[config.mk]
export PLATFORM = sky130hd
export DESIGN_NAME = pipe_stage_buffer
export DESIGN_NICKNAME = d
export VERILOG_FILES = /design/src/rtl/pipe_stage_buffer.sv
export SDC_FILE = /design/constraint.sdc
export NUM_CORES = 1
export LEC_CHECK = 0
export ABC_AREA = 1
export CELL_PAD_IN_SITES_DETAIL_PLACEMENT = 2
export CELL_PAD_IN_SITES_GLOBAL_PLACEMENT = 2
export CORE_MARGIN = 5
export CORE_UTILIZATION = 30
export DETAILED_ROUTE_END_ITERATION = 8
export GPL_TIMING_DRIVEN = 0
export PLACE_DENSITY_LB_ADDON = 0.1
export SLEW_MARGIN = 20
export SYNTH_ARGS = -nofsm -noshare
export SYNTH_HDL_FRONTEND = slang
export SYNTH_SLANG_ARGS = --single-unit
[constraint.sdc]
create_clock -name clk -period 3.9 [get_ports clk]
set_input_delay 0.78 -clock clk [delete_from_list [all_inputs] [get_ports clk]]
set_output_delay 0.78 -clock clk [all_outputs]
set_load 0.1 [all_outputs]
[src/rtl/pipe_stage_buffer.sv]
// Inter-stage pipeline register with valid/ready handshake, optional 2-entry skid,
// synchronous flush for branch squash and a saturating stall counter.
module pipe_stage_buffer #(
  parameter int WIDTH     = 16,
  parameter int SKID      = 1,
  parameter int CNT_WIDTH = 16
) (
  input  logic                 clk,
  input  logic                 reset_n,
  input  logic                 in_valid,
  output logic                 in_ready,
  input  logic [WIDTH-1:0]     in_data,
  output logic                 out_valid,
  input  logic                 out_ready,
  output logic [WIDTH-1:0]     out_data,
  input  logic                 flush,
  input  logic                 clr_stats,
  output logic [1:0]           occupancy,
  output logic [CNT_WIDTH-1:0] stall_count
);

  logic                 main_vld_p0;
  logic [WIDTH-1:0]     main_data_p0;
  logic                 skid_vld_p0;
  logic [CNT_WIDTH-1:0] stall_cnt_p0;
  logic                 in_fire;
  logic                 out_fire;

  function automatic logic [CNT_WIDTH-1:0] sat_inc(input logic [CNT_WIDTH-1:0] v);
    return (&v) ? v : v + CNT_WIDTH'(1);
  endfunction

  assign out_valid   = main_vld_p0 & ~flush;
  assign out_data    = main_data_p0;
  assign in_fire     = in_valid & in_ready;
  assign out_fire    = out_valid & out_ready;
  assign occupancy   = {1'b0, main_vld_p0} + {1'b0, skid_vld_p0};
  assign stall_count = stall_cnt_p0;

  // stage p0: main register plus optional skid entry
  if (SKID != 0) begin : g_skid
    logic [WIDTH-1:0] skid_data_p0;

    // skid_vld_p0 is registered, so only flush reaches in_ready combinationally
    assign in_ready = ~skid_vld_p0 & ~flush;

    always_ff @(posedge clk or negedge reset_n) begin
      if (!reset_n) begin
        main_vld_p0  <= 1'b0;
        skid_vld_p0  <= 1'b0;
        main_data_p0 <= '0;
        skid_data_p0 <= '0;
      end else if (flush) begin
        main_vld_p0 <= 1'b0;
        skid_vld_p0 <= 1'b0;
      end else if (out_fire && skid_vld_p0) begin
        main_data_p0 <= skid_data_p0;
        skid_vld_p0  <= 1'b0;
      end else if (in_fire && (!main_vld_p0 || out_fire)) begin
        main_data_p0 <= in_data;
        main_vld_p0  <= 1'b1;
      end else if (in_fire) begin
        skid_data_p0 <= in_data;
        skid_vld_p0  <= 1'b1;
      end else if (out_fire) begin
        main_vld_p0 <= 1'b0;
      end
    end
  end else begin : g_noskid
    assign skid_vld_p0 = 1'b0;
    assign in_ready    = (~main_vld_p0 | out_ready) & ~flush;

    always_ff @(posedge clk or negedge reset_n) begin
      if (!reset_n) begin
        main_vld_p0  <= 1'b0;
        main_data_p0 <= '0;
      end else if (flush) begin
        main_vld_p0 <= 1'b0;
      end else if (in_fire) begin
        main_data_p0 <= in_data;
        main_vld_p0  <= 1'b1;
      end else if (out_fire) begin
        main_vld_p0 <= 1'b0;
      end
    end
  end

  // stall instrumentation, observed on the same edge as the handshake
  always_ff @(posedge clk or negedge reset_n) begin
    if (!reset_n) begin
      stall_cnt_p0 <= '0;
    end else if (clr_stats) begin
      stall_cnt_p0 <= '0;
    end else if (out_valid && !out_ready) begin
      stall_cnt_p0 <= sat_inc(stall_cnt_p0);
    end
  end

endmodule

=== Word-level counts from Yosys, hierarchy flattened ===
Index checks and enable logic that the tools add are counted.

* Add/sub/neg operators: 2
* Equal/unequal tests: 4
* Muxes and demuxes: 14
* Bitwise gates (word level): 8
* Reductions and logical operators: 16

{| class="wikitable"
|+ Operators by type and width
! operator !! number
|-
| $mux W16 || 5
|-
| $add A16 B1 Y16 const B || 1
|-
| $reduce_and A16 Y1 || 1
|-
| $mux W1 || 9
|-
| $reduce_and A2 Y1 || 3
|-
| $reduce_bool A3 Y1 || 2
|-
| $and A1 B1 Y1 || 4
|-
| $ne A2 B2 Y1 const B || 2
|-
| $not A1 Y1 || 4
|-
| $reduce_and A4 Y1 || 1
|-
| $reduce_bool A2 Y1 || 2
|-
| $logic_and A1 B1 Y1 || 3
|-
| $ne A3 B2 Y1 const B || 1
|-
| $ne A3 B3 Y1 const B || 1
|-
| $reduce_and A3 Y1 || 1
|-
| $add A1 B1 Y2 || 1
|-
| $logic_not A1 Y1 || 2
|-
| $logic_or A1 B1 Y1 || 1
|}

* Register bits after elaboration: 50
* Input bits: 22
* Output and inout bits: 36
* Word-level logic and storage cells: 49

=== Depth between registers and ports, before layout ===
Gate-level depths: netlist (run 1).

* Depth in word-level cells: 8
* Gate-level depth with buffers: 10
* Gate-level depth less buffers: 9

=== Worst setup path after synthesis (run 1) ===
OpenSTA, ideal clock, no wires.

* Path type: input -> register
* Start: in flush
* End: reg main_data_p0[0] (netlist: out_data[0])
* Setup time: 0.122 ns
* Arrival time: 3.059 ns
* Slack: 0.719 ns
* Cell stages on the path: 7
* Path buffers: 1
* Cell sequence: nor2_1 > nand2_1 > a22oi_4 > inv_2 > buf_6 > nand2_1 > nand2_1

* Cells in the longest elaborated chain, start to end: 7

{| class="wikitable"
|+ Ends and longest elaborated chain
! element !! RTL line !! source
|-
| start, declared || 16 || <nowiki>input logic flush,</nowiki>
|-
| $not A1 Y1 (no source line) * || - ||
|-
| $and A1 B1 Y1 || 33 || <nowiki>assign out_valid = main_vld_p0 & ~flush;</nowiki>
|-
| $and A1 B1 Y1 || 36 || <nowiki>assign out_fire = out_valid & out_ready;</nowiki>
|-
| $logic_or A1 B1 Y1 || 59 || <nowiki>end else if (in_fire && (!main_vld_p0 || out_fire)) begin</nowiki>
|-
| $logic_and A1 B1 Y1 || 59 ||
|-
| $reduce_bool A2 Y1 (no source line) || - ||
|-
| $reduce_and A2 Y1 (no source line) || - ||
|-
| end signal, assigned || 57 || <nowiki>main_data_p0 <= skid_data_p0;</nowiki>
|-
| end signal, assigned || 60 || <nowiki>main_data_p0 <= in_data;</nowiki>
|-
| end, declared || 23 || <nowiki>logic [WIDTH-1:0] main_data_p0;</nowiki>
|}

Mark *: on every way between the ends. The rest lies on a longest branch, timed or not.
A chain may end at the register's enable or synchronous reset.

=== Final worst setup path (run 1) ===
* Start: in flush
* End: out in_ready

* Cells in the longest elaborated chain, start to end: 2

{| class="wikitable"
|+ Ends and longest elaborated chain
! element !! RTL line !! source
|-
| $not A1 Y1 (no source line) || - ||
|-
| $and A1 B1 Y1 || 45 || <nowiki>assign in_ready = ~skid_vld_p0 & ~flush;</nowiki>
|-
| end, declared || 11 || <nowiki>output logic in_ready,</nowiki>
|}

No other way between the ends.

==> metrics.md, run 1 <==
| Metric | Value |
|---|---|
| CP Data Required Time | `roughly 3.1 ns` |
| Starting DRT DRC Count | `38` |
| Register area share after synthesis | `just under 50%` |
| Clk buf depth | `2` |
| Final Critical Period | `3.59 ns` |
| Placed cells | `521` |
| Post-route DRC | `0` |
| Fin. max-slew vios | `0` |
| Initial Util | `between 30% and 40%` |
| Final TNS setup | `0 ns` |
| Largest family of logic cells by synthesized area | `simple AND/OR/NAND/NOR gates` |
| Root buf cell | `clkbuf_8` |
| Die area | `0.0107 mm2` |
| DR vias/cell | `4.74` |
| Clock-pin slew on the worst setup and hold paths | `~0.09 ns` |
| Post-synthesis mux area share | `0%` |
| Worst setup SP type | `input port` |
| Routed vias | `2506` |
| Cts repair resizes | `0` |
| Total GRT Usage | `about 17%` |
| Core box area | `roughly 0.0086 mm2` |
| MaxCap Viol Count | `0` |
| Placer congestion estimate | `0.737` |
| Post-DR wirelength/cell | `15.6 um` |
| Syn Area/Cell | `7.32 um2` |
| Slowest CP cell | `clkdlybuf4s50_1` |
| Fin. Hold Viols | `0` |
| Worst EP arrival | `2.81 ns` |
| Synthesis Warnings | `0` |
| Worst VDD drop | `0.000225 V` |
| Worst path bufs/invs | `2` |
| Sw frac | `40.7%` |
| Measured slew at the worst slew-check pin | `1.00 ns` |
| Top delay family on crit path | `buffers and inverters` |
| Relative slew slack | `33.0%` |
| CP cell instances | `clkdlybuf4s50_1, nor2_1, clkdlybuf4s50_1` |
| DRT Pass-1 Iters | `4` |
| WS Path Type | `input port to output port` |
| Sw Pwr | `622 uW` |
| # fillers | `1023` |
| Int Pwr | `about 900 uW` |
| Leak pwr | `1.70 nW` |
| Cell mode on critical path | `clkdlybuf4s50_1` |
| Row cnt | `34` |
| CP Capture Type | `output port` |
| RSZ-0062 raised after global routing | `false` |
| Port buffer count | `57` |
| Compound-Gate Fraction of Synth Area | `8.74%` |
| Clk sink count | `50` |
| Simple-Gate Fraction of Synth Area | `33.0%` |
| Most frequent cells in the layout | `nand2_1 (139), clkdlybuf4s50_1 (56), dfrtp_1 (50)` |
| First-pass GRT wire length | `roughly 14000 um` |
| Die width | `103 um` |
| Final period util | `between 90 and 100%` |
| #FFs+latches synth | `50` |
| XOR/XNOR share of the synthesized area | `between 1 and 1.5%` |
| Hpwl dp | `6220 um` |
| Ports | `58` |
| Commonest non-fill, non-tap cell in the layout | `nand2_1` |
| Status | `finished, final reports clean` |
| Routed wire length | `8240 um` |
| Post-Syn Area | `0.00261 mm2` |
| Synth-to-Final Area Change | `31.3%` |
| Mapped Cells | `356` |
| Finished Layout Cells | `roughly 530` |
| N_diodes | `0` |
| Initial antenna violation count | `0` |
| Seq pwr share | `41.3%` |
| CTS Hold Buffers Added | `0` |
| Vias in the first global route | `2838` |
| Hold Crit Class | `flop to flop` |
| Overflow after GRT | `0` |
| Comb power frac | `about a third` |
| Worst-Skew Late Latency | `0.32 ns` |
| Fmax | `0.279 GHz` |
| Clk network pwr share | `around 25%` |
| Pwr Density | `446 mW/mm2` |
| Post-DRT Antenna Nets | `0` |
| Nets | `444` |
| Setup Buffers After CTS | `0` |
| Pin count of the biggest net entering global routing | `51` |
| Share of cells above drive strength 1 | `~6%` |
| Largest stage delay, worst path | `roughly 1.2 ns` |
| H-tree Lvls | `2` |
| Max FO, Critical Path | `3` |
| Setup Viol. Count Final | `0` |
| CTS tree | `done` |
| Die Y | `between 100 and 150 um` |
| Post-Synth Adder-Cell Area | `0.960%` |
| Syn Nets | `380` |
| CTS buffer count | `5` |
| Max Clock Skew | `~0.012 ns` |
| Count of different cell masters after synthesis | `26` |
-- final timing paths --
kind                           startpoint  cells past startpoint              end  slack, ns
min in group asynchronous         reset_n                      1   stall_count[1]       0.49
hold / removal                out_data[1]                      2      out_data[1]       0.48
hold reg to reg               out_data[1]                      2      out_data[1]       0.48
max in group asynchronous         reset_n                      1      out_data[1]       2.96
setup / recovery                    flush                      3         in_ready       0.31
setup reg to reg           stall_count[0]                      8  stall_count[11]       1.97
-- routing by layer --
layer	wire [um]	share of wire, %	up-vias	global-route usage, %
met1	3580	43	1233	20.1
met4	101	1.2	0	4.48
met2	4280	52	41	30.9
li1	-	-	1224	-
met3	272	3.3	8	3.02
met5	0	0	-	0
-- tightest hold or removal path: stages (launching register included) --
cell and delay [ns]:
dfrtp_1 0.36, nand2_1 0.05, nand2_1 0.04
-- Yosys cell counts --
library cell | number | area [um2]
xor2_1 | 3 | 26.3
buf_2 | 4 | 20.0
nand3_1 | 16 | 80.1
o21ai_0 | 20 | 100
dfrtp_1 | 50 | 1250
xnor2_1 | 1 | 8.76
nor2_2 | 1 | 6.26
buf_1 | 1 | 3.75
nor2_1 | 41 | 154
nand2_2 | 2 | 12.5
inv_1 | 37 | 139
and2_1 | 1 | 6.26
clkbuf_1 | 3 | 11.3
nand2_1 | 139 | 522
o21bai_2 | 1 | 11.3
a21oi_1 | 18 | 90.1
inv_2 | 2 | 7.51
nand3b_1 | 1 | 7.51
nor2_4 | 2 | 22.5
o21ai_1 | 1 | 5.00
buf_6 | 1 | 11.3
ha_1 | 2 | 25.0
buf_4 | 2 | 15.0
a22oi_4 | 1 | 21.3
nand3_4 | 1 | 17.5
nand4_1 | 5 | 31.3
-- state kept, by name (all words and copies together), names as in the netlist --
register	count
g_skid.skid_data_p0	16
out_data	16
stall_count	16
main_vld_p0	1
skid_vld_p0	1
-- per-stage QoR --
stage               utilization (%)  hold slack (ns)  setup slack, ns  area (um2)  power (mW)
finish                         39.8            0.482            0.313        3420        1.53
global route                   39.8            0.522            0.261        3420        1.61
CTS                            39.8            0.491            0.334        3420        1.56
detailed placement             38.5            0.466            0.385        3310        1.16
global placement               38.5            0.455            0.295        3310        1.15
floorplan                         -            0.454            0.719        2610        1.01
-- cell type report --
| class | instances | area (um2) | share of cell area (%) |
|---|---|---|---|
| inverters | 39 | 146 | 4.28 |
| clock buffers | 5 | 68.8 | 2.01 |
| multi-input cells | 256 | 1150 | 33.5 |
| flip-flops and latches | 50 | 1250 | 36.5 |
| well taps | 108 | 135 | 3.95 |
| plain buffers | 11 | 61.3 | 1.79 |
| clock inverters | 3 | 45.0 | 1.32 |
| repair buffers | 57 | 568 | 16.6 |
-- kinds of logic after synthesis --
logic type / count (synthesis)
compound gates: 41
xor+xnor: 4
fa+ha+maj: 2
buf+inv: 50
flops: 50
simple gates: 209
-- power by group through the flow --
| stage | combinational, mW | clock (mW) | sequential, mW |
|---|---|---|---|
| after floorplan | 0.116 | 0 | 0.891 |
| after global placement | 0.514 | 0 | 0.640 |
| after detailed placement | 0.521 | 0 | 0.643 |
| after CTS | 0.523 | 0.399 | 0.633 |
| after global routing | 0.545 | 0.420 | 0.642 |
| final | 0.515 | 0.381 | 0.632 |
Power figures use the tool's default switching activity.
==> run 2: changes to the inputs <==
CORE_UTILIZATION = 28   (was 30)
clock period = 3.3 ns   (was 3.9 ns; I/O delays follow)
==> run 2 against run 1 <==
Against the previous run:
- register-to-register slack got worse by 0.63 ns
- critical path depth did not move
- global-route usage fell by 1.7 points
- sequential power rose by 18%
- wire length rose by 0.34%
- non-clock buffer count rose by 1
- combinational power rose by 19%
- sequential share of layout area fell by 0.20 points
- die area rose by 6.4%
- clock power rose by 15%
==> metrics.md, run 2 (synthesis results as in run 1) <==
| Metric | Value |
|---|---|
| Worst VDD drop | `0.000272 V (+21%)` |
| Nets | `445 (+0.23%)` |
| Root buf cell | `clkbuf_8` |
| Measured slew at the worst slew-check pin | `0.986 ns (-0.0152 ns)` |
| Synth-to-Final Area Change | `32.1%` |
| Overflow after GRT | `0 (unchanged)` |
| Commonest non-fill, non-tap cell in the layout | `nand2_1` |
| Share of cells above drive strength 1 | `6.40% (+0.22 points)` |
| DRT Pass-1 Iters | `4 (unchanged)` |
| Relative slew slack | `34.1% (+1.0 points)` |
| Starting DRT DRC Count | `30 (-21%)` |
| Worst r2r src | `stall_count[0]` |
| Post-route DRC | `0 (unchanged)` |
| Initial antenna violation count | `0 (unchanged)` |
| Critical R2R Capture | `stall_count[11]` |
| Hpwl dp | `6390 um (+2.6%)` |
| Max Clock Skew | `0.00937 ns (-0.00231 ns)` |
| Die Y | `106 um (+3.2%)` |
| CTS buffer count | `5 (unchanged)` |
| N_diodes | `0 (unchanged)` |
| Reg2Reg Depth | `8 (unchanged)` |
| Worst setup SP type | `input port` |
| Worst-Skew Late Latency | `0.30 ns (-0.02 ns)` |
| CP Data Required Time | `2.64 ns (-0.48 ns)` |
| MaxCap Viol Count | `0 (unchanged)` |
| CP Capture Type | `output port` |
| Ports | `58 (unchanged)` |
| CTS tree | `done` |
| Setup Viol. Count Final | `0 (unchanged)` |
| Cts repair resizes | `0 (unchanged)` |
| First-pass GRT wire length | `13700 um (-0.20%)` |
| WHS | `0.213 ns (-0.269 ns)` |
| Row cnt | `35 (+2.9%)` |
| Fin. max-slew vios | `0 (unchanged)` |
| Die area | `0.0113 mm2 (+6.4%)` |
| Port buffer count | `57 (unchanged)` |
| Max FO, Critical Path | `3 (unchanged)` |
| Leak pwr | `1.72 nW (+1.0%)` |
| Placement Cell Area | `0.00333 mm2 (+0.72%)` |
| Worst EP arrival | `2.52 ns (-0.29 ns)` |
| Pin count of the biggest net entering global routing | `36 (-29%)` |
| Vias in the first global route | `2778 (-2.1%)` |
| WS Path Type | `input port to output port` |
| Clk buf depth | `2 (unchanged)` |
| Worst R2R Setup Slack | `1.34 ns (-0.63 ns)` |
| Setup Buffers After CTS | `0 (unchanged)` |
| DR vias/cell | `4.72 (-0.31%)` |
| CTS Hold Buffers Added | `0 (unchanged)` |
| Clock-pin slew on the worst setup and hold paths | `0.10 ns (about the same)` |
| Post-DRT Antenna Nets | `0 (unchanged)` |
| Routed vias | `2517 (+0.44%)` |
| Total GRT Usage | `15.2% (-1.7 points)` |
| Design area | `0.00344 mm2 (+0.55%)` |
| Initial Util | `28.5% (-1.9 points)` |
| Most frequent cells in the layout | `nand2_1 (139), clkdlybuf4s50_1 (56), dfrtp_1 (50)` |
| RSZ-0062 raised after global routing | `false` |
| Routed wire length | `8270 um (+0.34%)` |
| Total power | `1.80 mW (+17%)` |
| Placer congestion estimate | `0.747 (+1.4%)` |
| Final TNS setup | `0 ns (unchanged)` |
| Core box area | `0.00915 mm2 (+6.5%)` |
| Final period util | `96.2%` |
| Final Critical Period | `3.18 ns` |
| Clk sink count | `50 (unchanged)` |
| Post-DR wirelength/cell | `15.5 um (-0.41%)` |
| H-tree Lvls | `2 (unchanged)` |
| Fin. Hold Viols | `0 (unchanged)` |
| Die width | `106 um (+3.2%)` |
| Pwr Density | `522 mW/mm2 (+17%)` |
| Hold Crit Class | `input port to async pin` |
| Fmax | `0.315 GHz` |
| Status | `finished, final reports clean` |
==> run 2: cell count changes in the layout (fill, tap and decap cells not counted) <==
cell	change
buf_12	+1
clkinv_2	+2
clkinvlp_4	-2
==> run 2: critical path, stage by stage <==
cell             delay [ns]
clkdlybuf4s50_1        0.47
nor2_1                 0.21
clkdlybuf4s50_1        1.17
==> run 2: per-stage QoR <==
stage | std cells | util [%] | setup slack (ns)
finish | 533 | 37.6 | 0.124
global route | 533 | 37.6 | 0.101
CTS | 533 | 37.6 | 0.116
detailed placement | 525 | 36.4 | 0.116
global placement | 524 | 36.2 | -0.264
floorplan | 356 | - | 0.239
==> run 2: power breakdown <==
group,switching [mW],internal (mW)
clock network,0.214,0.224
logic,0.462,0.148
registers,0.0477,0.699
total,0.724,1.07
==> run 2: worst max-delay path by stage <==
stage	cells after the start	from	to	slack, ns
6_report	3	flush	in_ready	0.12
3_5_place_dp	3	flush	in_ready	0.12
5_1_grt	3	flush	in_ready	0.10
2_1_floorplan	7	flush	out_data[0]	0.24
3_3_place_gp	1	reset_n	g_skid.skid_data_p0[0]	-0.26
4_1_cts	3	flush	in_ready	0.12
==> run 2: layer usage <==
layer  GRT usage (%)  routed length (um)  vias up
li1                -                   -     1229
met1            17.8                3510     1247
met2            29.4                4510       39
met3            2.19                 212        2
met4            2.47                  31        0
met5               0                   0        -
==> run 2: layout make-up <==
type                       count  area [um2]
multi-input combinational    256        1150
timing repair buffer          58         588
clock inverter                 3        40.0
clock buffer                   5        68.8
sequential                    50        1250
inverter                      39         146
fill                        1117        5710
buffer                        11        61.3
tap                          111         139
